==> src/rtl/ws281x_pkg.sv <==
// Shared types and defaults for the WS281x serial transmitter.
// Optional feature macro: WS281X_UNDERRUN_FLAG_EN (adds underrun_o on ws281x_tx).
package ws281x_pkg;

   localparam int unsigned DATA_WIDTH_DEF = 24;
   localparam int unsigned CNT_WIDTH_DEF  = 8;
   localparam int unsigned RST_WIDTH_DEF  = 16;

   // Shortest usable bit period; anything below is clamped up to this.
   localparam int unsigned P_MIN = 2;

   typedef enum logic [1:0] {
      IDLE  = 2'd0,
      BIT   = 2'd1,
      LATCH = 2'd2
   } state_t;

   // Index width that stays legal for a one-bit word.
   function automatic int unsigned idx_width(input int unsigned n);
      return (n > 1) ? $clog2(n) : 1;
   endfunction

endpackage

==> src/rtl/ws281x_bit_timer.sv <==
// Bit-period counter for one NRZ bit: level is high while the count is below
// the high time, bit_end marks the last cycle of the period.
module ws281x_bit_timer
   import ws281x_pkg::*;
#(
   parameter int unsigned CNT_WIDTH = CNT_WIDTH_DEF
) (
   input  logic                 clk,
   input  logic                 rst,
   input  logic                 start,
   input  logic                 run,
   input  logic [CNT_WIDTH-1:0] period,
   input  logic [CNT_WIDTH-1:0] high,
   output logic                 level,
   output logic                 bit_end
);

   logic [CNT_WIDTH-1:0] cnt;

   assign level   = (cnt < high);
   assign bit_end = (cnt == (period - CNT_WIDTH'(1)));

   // A fresh pixel always restarts the period from zero.
   always_ff @(posedge clk or posedge rst) begin
      if (rst) begin
         cnt <= '0;
      end else if (start) begin
         cnt <= '0;
      end else if (run) begin
         cnt <= bit_end ? '0 : (cnt + CNT_WIDTH'(1));
      end
   end

endmodule

==> src/rtl/ws281x_tx.sv <==
// WS281x NRZ transmitter: accepts pixel words over valid/ready, shifts them out
// MSB-first and appends a latch gap. Optional macro: WS281X_UNDERRUN_FLAG_EN.
module ws281x_tx
   import ws281x_pkg::*;
#(
   parameter int unsigned DATA_WIDTH = DATA_WIDTH_DEF,
   parameter int unsigned CNT_WIDTH  = CNT_WIDTH_DEF,
   parameter int unsigned RST_WIDTH  = RST_WIDTH_DEF
) (
   input  logic                  clk_i,
   input  logic                  rst_i,
   input  logic [CNT_WIDTH-1:0]  t0h_cnt_i,
   input  logic [CNT_WIDTH-1:0]  t1h_cnt_i,
   input  logic [CNT_WIDTH-1:0]  bit_cnt_i,
   input  logic [RST_WIDTH-1:0]  rst_cnt_i,
   input  logic                  pix_vld_i,
   input  logic [DATA_WIDTH-1:0] pix_data_i,
   input  logic                  pix_last_i,
   output logic                  pix_rdy_o,
   output logic                  ws_dout_o,
   output logic                  busy_o,
   output logic                  frame_done_o
`ifdef WS281X_UNDERRUN_FLAG_EN
   ,
   output logic                  underrun_o
`endif
);

   localparam int unsigned          IDX_W    = idx_width(DATA_WIDTH);
   localparam logic [IDX_W-1:0]     LAST_IDX = IDX_W'(DATA_WIDTH - 1);
   localparam logic [CNT_WIDTH-1:0] P_FLOOR  = CNT_WIDTH'(P_MIN);

   state_t                state;
   logic [DATA_WIDTH-1:0] shreg;
   logic [IDX_W-1:0]      bit_idx;
   logic [RST_WIDTH-1:0]  lat_cnt;
   logic                  last_q;
   logic [CNT_WIDTH-1:0]  t0h_q;
   logic [CNT_WIDTH-1:0]  t1h_q;
   logic [CNT_WIDTH-1:0]  bit_q;
   logic [RST_WIDTH-1:0]  rst_q;

   logic [CNT_WIDTH-1:0]  period;
   logic [CNT_WIDTH-1:0]  high;
   logic                  level;
   logic                  bit_end;
   logic                  final_bit;
   logic                  accept;
   logic                  underrun;
   logic                  gap_end;

   // Timing comes only from the shadow copies taken at acceptance.
   assign period = (bit_q < P_FLOOR) ? P_FLOOR : bit_q;
   assign high   = shreg[DATA_WIDTH-1] ? t1h_q : t0h_q;

   assign final_bit = (state == BIT) && bit_end && (bit_idx == LAST_IDX);
   assign pix_rdy_o = !rst_i && ((state == IDLE) || (final_bit && !last_q));
   assign accept    = pix_vld_i && pix_rdy_o;
   assign underrun  = final_bit && !last_q && !accept;
   assign gap_end   = (rst_q == '0) || (lat_cnt == (rst_q - RST_WIDTH'(1)));

   ws281x_bit_timer #(
      .CNT_WIDTH (CNT_WIDTH)
   ) u_bit_timer (
      .clk     (clk_i),
      .rst     (rst_i),
      .start   (accept),
      .run     (state == BIT),
      .period  (period),
      .high    (high),
      .level   (level),
      .bit_end (bit_end)
   );

   // Control FSM; the line is the timer level delayed by one register stage.
   always_ff @(posedge clk_i or posedge rst_i) begin
      if (rst_i) begin
         state        <= IDLE;
         shreg        <= '0;
         bit_idx      <= '0;
         lat_cnt      <= '0;
         last_q       <= 1'b0;
         t0h_q        <= '0;
         t1h_q        <= '0;
         bit_q        <= '0;
         rst_q        <= '0;
         ws_dout_o    <= 1'b0;
         busy_o       <= 1'b0;
         frame_done_o <= 1'b0;
      end else begin
         frame_done_o <= 1'b0;
         ws_dout_o    <= (state == BIT) && level;

         if (accept) begin
            shreg   <= pix_data_i;
            last_q  <= pix_last_i;
            t0h_q   <= t0h_cnt_i;
            t1h_q   <= t1h_cnt_i;
            bit_q   <= bit_cnt_i;
            rst_q   <= rst_cnt_i;
            bit_idx <= '0;
         end

         case (state)
            IDLE: begin
               if (accept) begin
                  state  <= BIT;
                  busy_o <= 1'b1;
               end
            end
            BIT: begin
               if (bit_end) begin
                  if (bit_idx != LAST_IDX) begin
                     shreg   <= shreg << 1;
                     bit_idx <= bit_idx + IDX_W'(1);
                  end else if (accept) begin
                     state <= BIT;
                  end else if (last_q) begin
                     state   <= LATCH;
                     lat_cnt <= '0;
                  end else begin
                     state  <= IDLE;
                     busy_o <= 1'b0;
                  end
               end
            end
            LATCH: begin
               if (gap_end) begin
                  state        <= IDLE;
                  busy_o       <= 1'b0;
                  frame_done_o <= 1'b1;
               end else begin
                  lat_cnt <= lat_cnt + RST_WIDTH'(1);
               end
            end
            default: begin
               state  <= IDLE;
               busy_o <= 1'b0;
            end
         endcase
      end
   end

`ifdef WS281X_UNDERRUN_FLAG_EN
   // Sticky until the next frame-closing pixel is taken.
   always_ff @(posedge clk_i or posedge rst_i) begin
      if (rst_i) begin
         underrun_o <= 1'b0;
      end else if (accept && pix_last_i) begin
         underrun_o <= 1'b0;
      end else if (underrun) begin
         underrun_o <= 1'b1;
      end
   end
`else
   logic unused_underrun;
   assign unused_underrun = underrun;
`endif

endmodule
==> config.mk <==
export PLATFORM = sky130hd
export DESIGN_NAME = ws281x_tx
export DESIGN_NICKNAME = d
export VERILOG_FILES = /design/src/rtl/ws281x_pkg.sv /design/src/rtl/ws281x_bit_timer.sv /design/src/rtl/ws281x_tx.sv
export SDC_FILE = /design/constraint.sdc
export NUM_CORES = 1
export LEC_CHECK = 0
export CAP_MARGIN = 40
export CORE_MARGIN = 10
export CORE_UTILIZATION = 45
export DETAILED_ROUTE_END_ITERATION = 7
export DONT_BUFFER_PORTS = 1
export GPL_TIMING_DRIVEN = 0
export PLACE_DENSITY_LB_ADDON = 0.2
export SYNTH_ARGS = -nofsm -noshare
export SYNTH_HDL_FRONTEND = slang
export SYNTH_SLANG_ARGS = --single-unit
export TNS_END_PERCENT = 30
==> constraint.sdc <==
create_clock -name clk_i -period 5.1 [get_ports clk_i]
set_input_delay 0.255 -clock clk_i [delete_from_list [all_inputs] [get_ports clk_i]]
set_output_delay 0.255 -clock clk_i [all_outputs]
set_load 0.01 [all_outputs]
==> results.txt, run 1 <==
Die Width - 132.1 um
EDFF count, synth - 0
Period utilization - 82.15%
Clock tree buffer depth - 2
Final nets - 768
Relative slew slack - 33.02%
Worst setup path end - pix_rdy_o
Design Area, Final - 6274 sq um
Fill count - 1,158
Cell Area, Synth - 5652 sq um
Sw Share - 30.95%
Worst-margin pin slew - 995.5 ps
Leakage - 2.836 nW
Combinational share of power - 22.6%
Antenna Nets Post-Route - 0
Clk_skew - 10.49 ps
CTS tree - yes
Worst skew pair latency - 350 ps
Ys flop type - dfrtp_1
Die area - 17,440 sq um
Post-synthesis net count - 747
Largest net degree at the start of global routing - 62
Register area - 2477 sq um
Clock-pin transition on the worst setup and hold timing paths - 70 ps
Async set-reset flop share out of synthesis - 100.0%
Crit Path Category - register to output pin
Via/cell ratio - 5.606
Status - finished, final reports clean
Pins Over Slew Limit - 0
Worst-path fanout max - 9
CTS root buf - clkbuf_16
Critical Path Source Type - register
Sequential element share of the synthesized area - 43.83%
Worst Reg-to-Reg Cells - 13
Final Critical Period - 4190 ps
Post-Syn Instances - 667
I/O Buffers - 0
Final setup margin - 910.2 ps
Final setup violation count - 0
Worst EP required - 4850 ps
Post-DP HPWL - 10,600 um
Num Clock Sinks - 99
Mapped Avg Cell Area - 8.473 sq um
Min-delay src - t1h_cnt_i[1]
Initial core utilization - 46.47%
Initial antenna violation count - 0
Worst Setup SP - bit_q[2]$_DFFE_PP0P_
Worst flop-to-flop path endpoint - bit_idx[0]$_DFF_PP0_
Fraction of layout cells with a size suffix above 1 - 6.792%
DP Area - 5903 sq um
Die Span Y - 132.1 um
Critical path data arrival time - 3930 ps
Core area - 12,160 sq um
Internal power - 1.502 mW
Vias - 4,821
Clock power share - 31.2%
R2r setup slk - 1270 ps
Yosys reg bits - 99
Power, Total - 2.175 mW
H-tree levels - 3
Worst Hold Class - input pin to register
Area Growth Syn to Fin - 11.00%
Wire per inst - 16.63 um
Final WL - 14,310 um
I/O pin cnt - 72
Pwr Density - 346.7 nW/um^2
DRT iter0 DRCs - 368
Vias in the first global route - 4,829
Total CTS buffers - 9
Yosys cell types - 61
Setup crit end kind - output pin
Max Cap Violations - 0
Residual DRC - 0
Total track usage - 16.44%
Highest Clock Rate - 238.7 MHz
Worst R2R Start - bit_q[2]$_DFFE_PP0P_
Post-CTS Setup Inserts - 0
Warnings from Yosys - 0
Sequential Power Share - 46.2%
Total negative setup slack - 0 ps
Multi-input logic area - 2963 sq um
First-pass GRT wire length - 23,840 um
Total gr overflow - 0
Drt first pass iters - 5
Max IR drop VDD - 290.4 uV
RD Place Congestion - 0.8597
Final Core Density - 51.58%
# rows - 40
Number of antenna diodes - 0
Sw power - 0.6732 mW
Count of final hold-check violations - 0
Pre-CTS WS - 1282 ps
RSZ-0062 raised after global routing - no
## cells in the final DEF (no fill, tap or decap), types with 11 or more instances in the layout
cell type	n
nand2_1	197
dfrtp_1	99
nor2_1	47
a31oi_1	30
nand4_1	18
o21ai_0	18
clkbuf_1	17
nand3_1	17
buf_2	16
xnor2_1	16
mux2i_1	13
xor2_1	12
nor3_1	12
ha_1	12
or3_1	11
nand2b_1	11
inv_1	11
## metrics by stage
stage               hold WS (ps)  cells
finish                     9.706    860
global route               3.208    860
CTS                       0.8653    860
detailed placement         209.3    837
global placement           362.9    835
floorplan                  360.4    667
## what timing repair did
| action | in CTS | in global routing |
|---|---|---|
| hold buffers | 8 | 0 |
| gates resized for setup | 0 | 0 |
| endpoints found under the setup margin | 0 | 0 |
| endpoints found under the hold margin | 45 | 0 |
## power by group through the flow
| stage | Combinational (mW) | Clock, mW | Sequential (mW) |
|---|---|---|---|
| 3_3_place_gp | 0.460 | 0 | 1.01 |
| 6_report | 0.492 | 0.678 | 1.01 |
| 2_1_floorplan | 0.399 | 0 | 0.986 |
| 4_1_cts | 0.494 | 0.696 | 1.00 |
| 3_5_place_dp | 0.483 | 0 | 1.02 |
| 5_1_grt | 0.564 | 0.731 | 1.02 |
## how the worst min path moves through the flow
stage | depth (start not counted) | to | slack [ps]
global placement | 2 | bit_q[6]$_DFFE_PP0P_ | 360
finish | 2 | t1h_q[1]$_DFFE_PP0P_ | 10
CTS | 2 | t1h_q[1]$_DFFE_PP0P_ | 0.9
global route | 2 | bit_q[6]$_DFFE_PP0P_ | 3
floorplan | 2 | bit_q[0]$_DFFE_PP0P_ | 360
detailed placement | 1 | last_q$_DFFE_PP0P_ | 210
## synthesized netlist by cell type, types with 4 or more instances
master / count / area share [%]
xnor2_1: 16 / 2.5
nor2_1: 47 / 3.1
buf_2: 16 / 1.4
and3_1: 7 / 0.77
nand2b_1: 11 / 1.2
nand3_1: 17 / 1.5
nor2b_1: 7 / 0.77
clkbuf_1: 16 / 1.1
o211ai_1: 6 / 0.80
nor3_1: 12 / 1.1
ha_1: 12 / 2.7
a31oi_1: 30 / 3.3
mux2i_1: 13 / 2.3
nand2_1: 197 / 13
a21oi_1: 9 / 0.80
or4_1: 4 / 0.53
nand4_1: 18 / 2.0
nand4b_1: 6 / 0.93
o311ai_0: 5 / 0.77
o21ai_0: 18 / 1.6
nor4_1: 7 / 0.77
or3_1: 11 / 1.2
nand3b_1: 5 / 0.66
inv_1: 12 / 0.80
dfrtp_1: 99 / 44
xor2_1: 12 / 1.9
o21a_1: 7 / 0.93
## cell families (layout without fill, tap and decap cells)
kind of cell	after synthesis	count (layout)	synth area share (%)
multiplexers	13	13	2.302
flip-flops	99	99	43.83
adder cells (fa/ha/maj)	12	12	2.657
AND/OR/NAND/NOR	365	365	30.51
buffers and inverters	48	73	3.741
AO/OA/AOI/OAI	101	101	12.22
XOR/XNOR	29	29	4.738
## critical path: stages (launching register included)
cell and delay [ps]:
dfrtp_1 450, or4_1 530, buf_2 170, or2_2 320, nor2b_1 140, ha_1 210
nor3b_1 150, xnor2_1 230, nand4_1 180, nor4_4 460, nand2_1 190, o21a_1 200
nor3_1 340
## layer usage
metal	up-vias	part of all wire, %	wire [um]	track usage (%)
met5	-	0	0	0
met4	0	1.2	174	3.956
met1	2332	43	6129	19.31
li1	2364	-	-	-
met2	113	51	7265	28.63
met3	12	5.2	738	4.878
## registers in the layout, summed over array words and instances, names as in the netlist
name and count:
state 2, shreg 24, bit_idx 5, t1h_q 8, t0h_q 8, last_q 1
frame_done_o 1, bit_q 8, ws_dout_o 1, rst_q 16, busy_o 1, u_bit_timer.cnt 8
lat_cnt 16
## area by class of cell
cell class | instances | area share (%)
Buffer | 36 | 2.653
Clock buffer | 10 | 3.650
Clock inverter | 5 | 0.9773
Inverter | 12 | 0.7579
Multi-Input combinational cell | 520 | 47.23
Sequential cell | 99 | 39.49
Tap cell | 168 | 3.351
Timing Repair Buffer | 10 | 1.895
Power figures use the tool's default switching activity.
==> run 2, diff against run 1 <==
clock period = 3.7 ns   (was 5.1 ns; I/O delays follow)
==> results.txt, run 2 (synthesized netlist as in run 1, its figures left out) <==
Residual DRC - 0 (unchanged)
Count of final hold-check violations - 0 (unchanged)
Antenna Nets Post-Route - 0 (unchanged)
Max IR drop VDD - 328.2 uV (was 290.4 uV)
Via/cell ratio - 5.481 (was 5.606)
Worst-margin pin slew - 968.8 ps (was 995.5 ps)
Largest net degree at the start of global routing - 31 (was 62)
Total track usage - 17.63% (was 16.44%)
CTS root buf - clkbuf_16 (unchanged)
Worst skew pair latency - 360 ps (was 350 ps)
Register area - 2479 sq um (was 2477 sq um)
Initial core utilization - 46.47% (unchanged)
Crit Path Category - register to output pin (unchanged)
Drt first pass iters - 5 (unchanged)
Pre-CTS WS - -128.4 ps (was 1282 ps)
Sw Share - 31.99% (was 30.95%)
Critical path cell sequence - or4_4 > buf_6 > or2_4 > nor2b_1 > ha_2 > nor3b_2 > xnor2_1 > nand4_1 > nor4_4 > nand2_2 > o21a_1 > nor3_4 (was or4_1 > buf_2 > or2_2 > nor2b_1 > ha_1 > nor3b_1 > xnor2_1 > nand4_1 > nor4_4 > nand2_1 > o21a_1 > nor3_1)
Hold_ws - 37.61 ps (was 9.706 ps)
Internal power - 2.097 mW (was 1.502 mW)
Relative slew slack - 34.59% (was 33.02%)
Die area - 17,440 sq um (unchanged)
Core area - 12,160 sq um (unchanged)
Fill count - 1,078 (was 1,158)
Leakage - 3.137 nW (was 2.836 nW)
Total gr overflow - 0 (unchanged)
DRT iter0 DRCs - 499 (was 368)
Worst Hold Class - input pin to register (unchanged)
Critical Path Source Type - register (unchanged)
Final WL - 15,230 um (was 14,310 um)
Total negative setup slack - 0 ps (unchanged)
Pwr Density - 441.3 nW/um^2 (was 346.7 nW/um^2)
H-tree levels - 3 (unchanged)
Multi-input logic area - 2997 sq um (was 2963 sq um)
Final setup violation count - 0 (unchanged)
Pins Over Slew Limit - 0 (unchanged)
Commonest non-fill, non-tap cell in the layout - nand2_1 (unchanged)
Setup crit end kind - output pin (unchanged)
Vias - 5,103 (was 4,821)
I/O pin cnt - 72 (unchanged)
Final setup margin - 136.8 ps (was 910.2 ps)
Clk_skew - 13.49 ps (was 10.49 ps)
Final Critical Period - 3563 ps
Num Clock Sinks - 99 (unchanged)
Sw power - 0.9865 mW (was 0.6732 mW)
Highest-count cells in the layout ignoring fill and taps - nand2_1 (196), dfrtp_1 (98), dlygate4sd3_1 (65) (was nand2_1 (197), dfrtp_1 (99), nor2_1 (47))
Vias in the first global route - 5,213 (was 4,829)
Worst EP required - 3510 ps (was 4850 ps)
Clock-pin transition on the worst setup and hold timing paths - 80 ps (was 70 ps)
Initial antenna violation count - 3 (was 0)
Die Width - 132.1 um (unchanged)
I/O Buffers - 0 (unchanged)
Clock power share - 29.8% (was 31.2%)
Post-DP HPWL - 10,810 um (was 10,600 um)
# rows - 40 (unchanged)
Status - finished, final reports clean (unchanged)
Clock tree buffer depth - 2 (unchanged)
RD Place Congestion - 0.9023 (was 0.8597)
Slowest cell on the critical path - or4_4 (was or4_1)
Combinational share of power - 25.2% (was 22.6%)
Power, Total - 3.083 mW (was 2.175 mW)
Highest Clock Rate - 280.6 MHz
Max Cap Violations - 0 (unchanged)
CTS tree - yes (unchanged)
Period utilization - 96.30%
Final nets - 835 (was 768)
Worst-path fanout max - 3 (was 9)
Max FFs per register - 24 (unchanged)
Die Span Y - 132.1 um (unchanged)
Area Growth Syn to Fin - 23.64% (was 11.00%)
Total CTS buffers - 9 (unchanged)
First-pass GRT wire length - 25,580 um (was 23,840 um)
Max incr delay on CP - 530 ps (about the same)
Sequential Power Share - 45.0% (was 46.2%)
Biggest regs - shreg (24), lat_cnt (16), rst_q (16) (unchanged)
Fraction of layout cells with a size suffix above 1 - 8.684% (was 6.792%)
Critical path data arrival time - 3380 ps (was 3930 ps)
Reg with most FFs - shreg (unchanged)
Wire per inst - 16.35 um (was 16.63 um)
run 2: per-layer routing:
metal | GRT usage, % | vias to the layer above | part of all wire [%]
met1 | 20.92 | 2467 | 44
met3 | 4.268 | 25 | 3.6
met5 | 0 | - | 0
met2 | 30.22 | 113 | 50
met4 | 6.304 | 0 | 1.7
li1 | - | 2498 | -
run 2: worst paths after layout:
path | to | depth (start not counted) | startpoint | slack (ps)
max in group asynchronous | rst_q[6]$_DFFE_PP0P_ | 5 | rst_i | 2440
max reg2reg | shreg[9]$_DFF_PP0_ | 14 | bit_q[2]$_DFFE_PP0P_ | 190
max | pix_rdy_o | 12 | bit_q[2]$_DFFE_PP0P_ | 140
min reg2reg | t0h_q[6]$_DFFE_PP0P_ | 2 | t0h_q[6]$_DFFE_PP0P_ | 470
min | shreg[0]$_DFF_PP0_ | 2 | pix_data_i[0] | 40
min in group asynchronous | last_q$_DFFE_PP0P_ | 2 | rst_i | 340
run 2: worst max-delay path, delay by kind of cell, from the launching register on:
kind | cells | cell delay (ps)
AND/OR/NAND/NOR | 8 | 1820
flip-flops | 1 | 420
AO/OA/AOI/OAI | 1 | 230
XOR/XNOR | 1 | 210
adder cells (fa/ha/maj) | 1 | 180
buffers and inverters | 1 | 130
run 2: area by class of cell:
class                   count  area share (%)
clock buffers              10           3.420
inverters                  12          0.6983
clock inverters             6          0.6446
diodes                      3          0.1074
plain buffers              36           2.507
flip-flops and latches     99           35.47
well taps                 168           3.008
multi-input cells         520           42.88
repair buffers             77           11.26
run 2: stage by stage:
step,cell area [sq um],utilization (%),instances
floorplan,5655,-,667
global placement,5866,48.23,835
detailed placement,5944,48.88,839
CTS,6978,57.38,928
global route,6988,57.46,931
finish,6988,57.46,931
run 2: power groups by stage:
stage	combinational [mW]	sequential [mW]	clock (mW)
floorplan	0.550	1.36	0
global placement	0.634	1.40	0
detailed placement	0.675	1.41	0
CTS	0.772	1.39	0.950
global route	0.877	1.41	0.990
finish	0.776	1.39	0.920
run 2: timing repair:
action / CTS / global route
endpoints found under the hold margin: 84 / 0
buffers inserted: 8 / 0
pin swaps: 7 / 1
endpoints found under the setup margin: 48 / 46
hold buffers: 65 / 0
gates resized for setup: 11 / 4
==> run 3, diff against run 2 <==
ABC_AREA = 1   (was default)
CTS_CLUSTER_SIZE = 16   (was default)
==> results.txt, run 3 <==
Setup crit end kind - output pin (unchanged)
Worst skew pair latency - 360 ps (about the same)
Via/cell ratio - 4.990 (was 5.481)
Hold_ws - 70.22 ps (was 37.61 ps)
Critical Path Source Type - register (unchanged)
Most frequent cell on the critical path - nand2_1
Relative slew slack - 44.75% (was 34.59%)
# rows - 42 (was 40)
Combinational share of power - 3.6% (was 25.2%)
Clock power share - 44.3% (was 29.8%)
DRT iter0 DRCs - 372 (was 499)
Post-DP HPWL - 11,070 um (was 10,810 um)
Max incr delay on CP - 450 ps (was 530 ps)
Biggest regs - shreg (24), lat_cnt (16), rst_q (16) (unchanged)
R2r setup slk - 700 ps (was 190 ps)
CP Buf/Inv Count - 3 (was 1)
Synth top area share - 40.33% (was 43.83%)
Initial core utilization - 46.21% (was 46.47%)
Initial antenna violation count - 0 (was 3)
Critical path cell sequence - nor2_2 > nand2_2 > o21ai_2 > ha_1 > inv_1 > nand2_1 > nand2_1 > nand2_1 > nand3_1 > nor2_1 > nand4_1 > nor2_2 > nand4_1 > nand2_2 > buf_2 > inv_1 > nor2_1 (was or4_4 > buf_6 > or2_4 > nor2b_1 > ha_2 > nor3b_2 > xnor2_1 > nand4_1 > nor4_4 > nand2_2 > o21a_1 > nor3_4)
Final setup violation count - 0 (unchanged)
Worst path top cell family by delay - simple AND/OR/NAND/NOR gates (unchanged)
Worst Setup SP - bit_q[2]$_DFFE_PP0P_ (unchanged)
I/O pin cnt - 72 (unchanged)
Vias - 5,514 (was 5,103)
Worst Hold Class - input pin to register (unchanged)
Count of final hold-check violations - 0 (unchanged)
Vias in the first global route - 5,410 (was 5,213)
Worst-margin pin slew - 828.8 ps (was 968.8 ps)
Mapped Avg Cell Area - 7.053 sq um (was 8.473 sq um)
Antenna Nets Post-Route - 0 (unchanged)
Fraction of layout cells with a size suffix above 1 - 6.136% (was 8.684%)
Sw Share - 23.12% (was 31.99%)
Pins Over Slew Limit - 0 (unchanged)
Number of antenna diodes - 0 (was 3)
EDFF count, synth - 0 (unchanged)
CTS root buf - clkbuf_16 (unchanged)
Total negative setup slack - 0 ps (unchanged)
Leading area contributor after synthesis - dfrtp_1 (unchanged)
Total CTS buffers - 9 (unchanged)
Die Width - 136.8 um (was 132.1 um)
RD Place Congestion - 0.8835 (was 0.9023)
Final nets - 1,004 (was 835)
Reg with most FFs - shreg (unchanged)
Clk_skew - 8.879 ps (was 13.49 ps)
Cell Area, Synth - 6143 sq um (was 5652 sq um)
Power, Total - 2.076 mW (was 3.083 mW)
H-tree levels - 3 (unchanged)
Worst setup path end - pix_rdy_o (unchanged)
Highest Clock Rate - 305.6 MHz (was 280.6 MHz)
Sequential element share of the synthesized area - 40.33% (was 43.83%)
Core area - 13,300 sq um (was 12,160 sq um)
Sequential Power Share - 52.1% (was 45.0%)
Status - finished, final reports clean (unchanged)
Max FFs per register - 24 (unchanged)
Post-CTS sizing - 0 (was 11)
Worst R2R Start - bit_q[2]$_DFFE_PP0P_ (unchanged)
Clock-pin transition on the worst setup and hold timing paths - 70 ps (was 80 ps)
Pwr Density - 293.3 nW/um^2 (was 441.3 nW/um^2)
Sw power - 0.4800 mW (was 0.9865 mW)
Num Clock Sinks - 99 (unchanged)
Area Growth Syn to Fin - 15.21% (was 23.64%)
Wire per inst - 13.78 um (was 16.35 um)
Worst EP required - 3510 ps (about the same)
Worst-path fanout max - 10 (was 3)
RSZ-0062 raised after global routing - no
Die Span Y - 136.8 um (was 132.1 um)
Largest net degree at the start of global routing - 109 (was 31)
Post-synthesis net count - 951 (was 747)
Commonest cells in the netlist - nand2_1 (307), inv_1 (106), dfrtp_1 (99) (was nand2_1 (197), dfrtp_1 (99), nor2_1 (47))
Die area - 18,730 sq um (was 17,440 sq um)
Commonest non-fill, non-tap cell in the layout - nand2_1 (unchanged)
Max Cap Violations - 0 (unchanged)
Yosys cell types - 35 (was 61)
Drt first pass iters - 5 (unchanged)
I/O Buffers - 0 (unchanged)
Worst flop-to-flop path endpoint - shreg[20]$_DFF_PP0_ (was shreg[9]$_DFF_PP0_)
Leading post-synthesis cells by cell area - dfrtp_1 (40%), nand2_1 (19%), nand3_1 (6.6%) (was dfrtp_1 (44%), nand2_1 (13%), a31oi_1 (3.3%))
Post-Syn Instances - 871 (was 667)
Leakage - 3.677 nW (was 3.137 nW)
Top-count cell post-synth - nand2_1 (unchanged)
Ys flop type - dfrtp_1 (unchanged)
Critical path data arrival time - 3090 ps (was 3380 ps)
Total track usage - 16.96% (was 17.63%)
Final WL - 15,230 um (about the same)
Slowest cell on the critical path - dfrtp_1 (was or4_4)
Total gr overflow - 0 (unchanged)
Max IR drop VDD - 283.1 uV (was 328.2 uV)
CTS tree - yes (unchanged)
Crit Path Category - register to output pin (unchanged)
Clock tree buffer depth - 2 (unchanged)
Residual DRC - 0 (unchanged)
Highest-count cells in the layout ignoring fill and taps - nand2_1 (307), inv_1 (106), dfrtp_1 (99) (was nand2_1 (196), dfrtp_1 (98), dlygate4sd3_1 (65))
Worst Reg-to-Reg Cells - 18 (was 14)
Yosys reg bits - 99 (unchanged)
Async set-reset flop share out of synthesis - 100.0% (unchanged)
Final Critical Period - 3272 ps (was 3563 ps)
Min-delay src - pix_data_i[7] (was pix_data_i[0])
First-pass GRT wire length - 25,880 um (was 25,580 um)
Warnings from Yosys - 0 (unchanged)
Cell depth of the worst setup path - 17 (was 12)
Internal power - 1.596 mW (was 2.097 mW)
Period utilization - 88.43% (was 96.30%)
[run 3: changes by cell type after synthesis, moves of 10 or more]
cell | before | now
nand3_1 | 17 | 81
nand4_1 | 18 | 41
nand2b_1 | 11 | 0
xor2_1 | 12 | 22
nand2_1 | 197 | 307
or3_1 | 11 | 0
o21ai_1 | 0 | 15
a31oi_1 | 30 | 0
nor2_1 | 47 | 70
inv_1 | 12 | 106
[run 3: worst min path at each step]
stage,endpoint,slack (ps),cells after the start
CTS,shreg[7]$_DFF_PP0_,60,4
global placement,t1h_q[5]$_DFFE_PP0P_,300,2
finish,shreg[7]$_DFF_PP0_,70,4
global route,shreg[17]$_DFF_PP0_,80,4
detailed placement,t1h_q[2]$_DFFE_PP0P_,300,2
floorplan,bit_q[5]$_DFFE_PP0P_,290,2
[run 3: area by class of cell]
type,count,area (sq um)
flip-flops and latches,99,2477
clock buffers,10,239.0
fillers,1316,6217
repair buffers,42,420.4
clock inverters,6,45.04
multi-input cells,630,3069
well taps,176,220.2
inverters,113,426.7
plain buffers,29,180.2
[run 3: logic make-up after synthesis]
| family | share of synthesized area, % |
|---|---|
| mux | 0.9776 |
| xor+xnor | 4.990 |
| flops | 40.33 |
| fa+ha+maj | 2.444 |
| buf+inv | 9.715 |
| simple gates | 37.19 |
| compound gates | 4.358 |
[run 3: per-layer routing]
metal / track usage, % / vias to the layer above / wire, um
met5: 0 / - / 0
met2: 28.43 / 95 / 7352
met3: 4.509 / 12 / 589
li1: - / 2868 / -
met1: 21.29 / 2539 / 7111
met4: 4.040 / 0 / 175
[run 3: tightest hold or removal path: stages]
cell	delay (ps)
inv_1	20
nand4_1	70
nand3_1	70
nand2_1	50
[run 3: power groups by stage]
stage | logic (mW) | clock network (mW) | registers (mW)
6_report | 0.0747 | 0.920 | 1.08
2_1_floorplan | 0.0284 | 0 | 1.10
3_5_place_dp | 0.0403 | 0 | 1.10
5_1_grt | 0.0837 | 0.995 | 1.08
3_3_place_gp | 0.0391 | 0 | 1.10
4_1_cts | 0.0764 | 0.949 | 1.08
[run 3: timing repair]
item / 4_1_cts / 5_1_grt
setup endpoints to repair: 0 / 0
buffers inserted: 0 / 0
hold buffers: 42 / 0
endpoints found under the hold margin: 42 / 0
[run 3: through the flow]
stage / instance area [sq um] / instances / worst slack, ps / utilization (%)
finish: 7078 / 1105 / 428.1 / 53.24
CTS: 7078 / 1105 / 403.7 / 53.24
detailed placement: 6374 / 1047 / 674.6 / 47.94
floorplan: 6145 / 871 / 1169 / -
global route: 7078 / 1105 / 104.2 / 53.24
global placement: 6365 / 1047 / 557.8 / 47.87
